<file path="src/rtl/mem_stage_pkg.sv">
// mem_stage_pkg: bus widths, ld_op bit positions and the execute-to-memory bus layout
package mem_stage_pkg;
   localparam int ES_TO_MS_BUS_WD = 76;
   localparam int MS_TO_WS_BUS_WD = 70;
   localparam int MS_FWD_BUS_WD   = 38;
   localparam int LD_W  = 0;
   localparam int LD_HU = 1;
   localparam int LD_H  = 2;
   localparam int LD_BU = 3;
   localparam int LD_B  = 4;
   typedef struct packed {
      logic [4:0]  ld_op;
      logic        res_from_mem;
      logic        gr_we;
      logic [4:0]  dest;
      logic [31:0] result;
      logic [31:0] pc;
   } es_to_ms_t;
endpackage

</file>
<file path="src/rtl/mem_stage_align.sv">
// load_align: picks the addressed byte/halfword from the read word and extends it
module load_align
   import mem_stage_pkg::*;
(
   input  logic [4:0]  ld_op,
   input  logic [1:0]  addr,
   input  logic [31:0] rdata,
   output logic [31:0] data
);
   logic [7:0]  b;
   logic [15:0] h;
   always_comb begin
      b = rdata[{addr, 3'b000} +: 8];
      h = rdata[{addr[1], 4'b0000} +: 16];
      // anything that is not a byte/halfword load (ld_w or all-zero) passes the word through
      data = ld_op[LD_B]  ? {{24{b[7]}}, b}  :
             ld_op[LD_BU] ? {24'b0, b}       :
             ld_op[LD_H]  ? {{16{h[15]}}, h} :
             ld_op[LD_HU] ? {16'b0, h}       : rdata;
   end
endmodule

</file>
<file path="src/rtl/mem_stage.sv">
// mem_stage: memory-access pipeline stage; aligns load data and holds it across write-back stalls
module mem_stage
   import mem_stage_pkg::*;
(
   input  logic                       clk,
   input  logic                       reset,
   input  logic                       ws_allowin,
   output logic                       ms_allowin,
   input  logic                       es_to_ms_valid,
   input  logic [ES_TO_MS_BUS_WD-1:0] es_to_ms_bus,
   input  logic [31:0]                data_sram_rdata,
   output logic                       ms_to_ws_valid,
   output logic [MS_TO_WS_BUS_WD-1:0] ms_to_ws_bus,
   output logic [MS_FWD_BUS_WD-1:0]   ms_fwd_bus
);
   es_to_ms_t   bus_q, bus_d;
   logic        ms_valid_q, ms_valid_d;
   logic        first_cycle_q, first_cycle_d;
   logic        buf_valid_q, buf_valid_d;
   logic [31:0] rdata_buf_q, rdata_buf_d;
   logic [31:0] mem_rdata, ld_data, final_result;
   logic        accept, buf_cap;

   load_align u_align (
      .ld_op (bus_q.ld_op),
      .addr  (bus_q.result[1:0]),
      .rdata (mem_rdata),
      .data  (ld_data)
   );

   always_comb begin
      ms_allowin    = !ms_valid_q || ws_allowin;
      accept        = es_to_ms_valid && ms_allowin;
      ms_valid_d    = ms_allowin ? es_to_ms_valid : ms_valid_q;
      bus_d         = accept ? es_to_ms_t'(es_to_ms_bus) : bus_q;
      first_cycle_d = accept;
      // SRAM data is only ours in the first cycle; keep it if write-back is stalling
      buf_cap       = ms_valid_q && first_cycle_q && bus_q.res_from_mem && !ws_allowin;
      buf_valid_d   = (ms_valid_q && ws_allowin) ? 1'b0 : buf_cap ? 1'b1 : buf_valid_q;
      rdata_buf_d   = buf_cap ? data_sram_rdata : rdata_buf_q;
      mem_rdata     = buf_valid_q ? rdata_buf_q : data_sram_rdata;
      final_result  = bus_q.res_from_mem ? ld_data : bus_q.result;
      ms_to_ws_valid = ms_valid_q;
      ms_to_ws_bus  = {bus_q.gr_we, bus_q.dest, final_result, bus_q.pc};
      ms_fwd_bus    = {ms_valid_q && bus_q.gr_we, bus_q.dest, final_result};
   end

   always_ff @(posedge clk) begin
      if (reset) begin
         ms_valid_q    <= 1'b0;
         first_cycle_q <= 1'b0;
         buf_valid_q   <= 1'b0;
      end else begin
         ms_valid_q    <= ms_valid_d;
         first_cycle_q <= first_cycle_d;
         buf_valid_q   <= buf_valid_d;
      end
      bus_q       <= bus_d;
      rdata_buf_q <= rdata_buf_d;
   end
endmodule

</file>
<file path="config.mk">
export PLATFORM = sky130hd
export DESIGN_NAME = mem_stage
export DESIGN_NICKNAME = d
export VERILOG_FILES = /design/src/rtl/mem_stage_pkg.sv /design/src/rtl/mem_stage_align.sv /design/src/rtl/mem_stage.sv
export SDC_FILE = /design/constraint.sdc
export NUM_CORES = 1
export LEC_CHECK = 0
export BUFFER_PORTS_ARGS = -buffer_cell sky130_fd_sc_hd__buf_2
export CAP_MARGIN = 20
export CORE_ASPECT_RATIO = 0.9
export CORE_MARGIN = 5
export CORE_UTILIZATION = 35
export CTS_CLUSTER_SIZE = 10
export DETAILED_ROUTE_END_ITERATION = 10
export GPL_ROUTABILITY_DRIVEN = 0
export HOLD_SLACK_MARGIN = 0.08
export PLACE_DENSITY = 0.59
export SLEW_MARGIN = 15
export SYNTH_ARGS = -nofsm -noshare
export SYNTH_HDL_FRONTEND = slang
export SYNTH_HIERARCHICAL = 1
export SYNTH_SLANG_ARGS = --single-unit
</file>
<file path="constraint.sdc">
create_clock -name clk -period 3.03 [get_ports clk]
set_clock_uncertainty 0.15 [all_clocks]
set_input_delay 0.1515 -clock clk [delete_from_list [all_inputs] [get_ports clk]]
set_output_delay 0.1515 -clock clk [all_outputs]
set_load 0.01 [all_outputs]
</file>
==> results.md <==
- Setup_tns: 0 ns
- DR DRC count: 0
- Power density cells: 481 mW/mm^2
- Period utilization: 0.943
- Aggregate global routing overflow: 0
- Initial Util: 0.359
- Longest Clk Path Bufs: 2
- Ys Warns: 6
- Sink Count: 110
- CP startpoint kind: flip-flop
- Worst Reg-to-Reg Cells: 3
- WHS Path Cells: 2
- Largest net degree at the start of global routing: 43
- Die area: 0.0193 sq mm
- R2r setup slk: 1.14 ns
- First-pass GRT wire length: 23.6 mm
- Worst-Skew Late Latency: 0.35 ns
- Row cnt: 44
- Drt first-iter violations: 214
- Post-Synthesis Mean Instance Area: 15.1 sq um
- Hold slack: 0.349 ns
- CP max FO: 9
- Vias in the first global route: 4,193
- Via count: 3,958
- Chip width: 146 um
- Layout net count: 756
- Post-Synthesis Net Count: 498
- Maximum vdd ir drop: 0.000458 V
- RSZ-0062 raised after global routing: false
- DR WL/cell: 18.0 um
- Drt first pass iters: 5
- # fillers: 1,399
- Max cap viols: 0
- Static Leakage: 3.44 nW
- # H-tree levels: 3
- Worst path required time: 2.73 ns
- Fin. max-slew vios: 0
- Fin worst setup slack: 0.173 ns
- Share of layout cells above drive strength 1: 0.502
- Final hold violations: 0
- Fmax: 350 MHz
- Final setup vio count: 0
- Slew HR: 0.452
- Period minus WS final: 2.86 ns
- Via density: 4.62
- Overall power: 3.81 mW
- Clk slew on worst S/H paths: 0.07 ns
- Critical R2R Launch: ms_to_ws_valid$_SDFFE_PP0P_
- Clock tree from TritonCTS: done
- WP data arrival: 2.56 ns
- Hold path start: es_to_ms_bus[41]
- # IOs: 222
- Slew @ Worst Pin: 0.822 ns
- Antenna cells: 0
- Cts bufs inserted: 9
- Worst r2r dst: bus_q[50]$_DFFE_PP_
- Hold endpoint: bus_q[41]$_DFFE_PP_
- Post-synthesis cell count: 386
- Dpl hpwl: 10.8 mm
- Buffer count from post-CTS setup fixing: 0
- Core Region: 0.0162 sq mm
- Remaining antenna violation count: 0
- Placement Setup Slack: 0.477 ns
- Initial antenna violation count: 0
- Gr usage total: 0.157
- Area growth, synth to finish: 36.0%
- Mapped Area: 0.00583 sq mm
- Type of the worst setup path: reg -> out
- HP Class: in -> reg
- Setup crit end kind: output port
- WL final: 15.4 mm
- Post-layout util: 0.488
- Status: complete, no violations
- Chip height: 132 um
- CTS root buf: clkbuf_16
- Port Buffers: 220
[final cells by class]
class                   count  area, sq um  share of cell area
well taps                 207          259              0.0327
multi-input cells         182         1760               0.222
inverters                   1         3.75            0.000474
clock inverters             7         96.3              0.0122
repair buffers            340         2300               0.291
clock buffers               9          225              0.0284
flip-flops and latches    110         3280               0.413
[critical path: stages, from the launching register on]
cell and delay (ns):
dfxtp_4 0.46, mux2_2 0.38, mux2_2 0.34, a22oi_4 0.35
nand3_1 0.22, mux2_4 0.31, buf_2 0.14
[per-layer routing]
| layer | vias to the layer above | GRT usage | part of all wire | wire, um |
|---|---|---|---|---|
| met3 | 15 | 0.0516 | 0.070 | 1090 |
| met2 | 169 | 0.267 | 0.49 | 7620 |
| met5 | - | 0 | 0 | 0 |
| met1 | 1897 | 0.195 | 0.42 | 6530 |
| li1 | 1877 | - | - | - |
| met4 | 0 | 0.0366 | 0.013 | 196 |
[power breakdown]
group / total, mW / internal, mW / switching (mW)
logic: 0.754 / 0.400 / 0.354
clock network: 1.28 / 0.727 / 0.556
registers: 1.78 / 1.74 / 0.0314
[placed cells by master, fill, tap and decap left out, drive strengths merged, types with 4 or more instances in the layout]
cell	n
a311o	7
dlygate4sd3	111
o22ai	7
nand3	37
and3	7
o21ai	4
buf	229
edfxtp	107
clkbuf	9
mux2i	18
nand2	18
mux2	66
[per-stage QoR]
stage / instances / cell area (sq um)
after floorplan: 386 / 5830
after global placement: 729 / 6490
after detailed placement: 729 / 6490
after CTS: 856 / 7920
after global routing: 856 / 7930
final: 856 / 7930
[sequential cells by signal, indices dropped and copies added, names as in the netlist]
name            cells
ms_to_ws_valid      1
buf_valid_q         1
ms_fwd_bus          5
ms_to_ws_bus       33
rdata_buf_q        32
first_cycle_q       1
bus_q              37
[worst max path at each step]
stage	start	end	slack [ns]	cells after the start
after detailed placement	buf_valid_q$_SDFFE_PP0P_	ms_fwd_bus[11]	0.48	6
final	buf_valid_q$_SDFFE_PP0P_	ms_fwd_bus[11]	0.17	6
after global routing	buf_valid_q$_SDFFE_PP0P_	ms_to_ws_bus[47]	0.09	6
after floorplan	ms_to_ws_valid$_SDFFE_PP0P_	bus_q[32]$_DFFE_PP_	0.09	2
after CTS	buf_valid_q$_SDFFE_PP0P_	ms_fwd_bus[11]	0.08	6
after global placement	buf_valid_q$_SDFFE_PP0P_	ms_to_ws_bus[47]	0.52	6
[timing repair]
item / 4_1_cts / 5_1_grt
endpoints found under the setup margin: 0 / 2
hold endpoints to repair: 110 / 0
hold buffers: 111 / 0
resized for setup: 0 / 1
No activity file was read; power rests on OpenSTA's default activity.
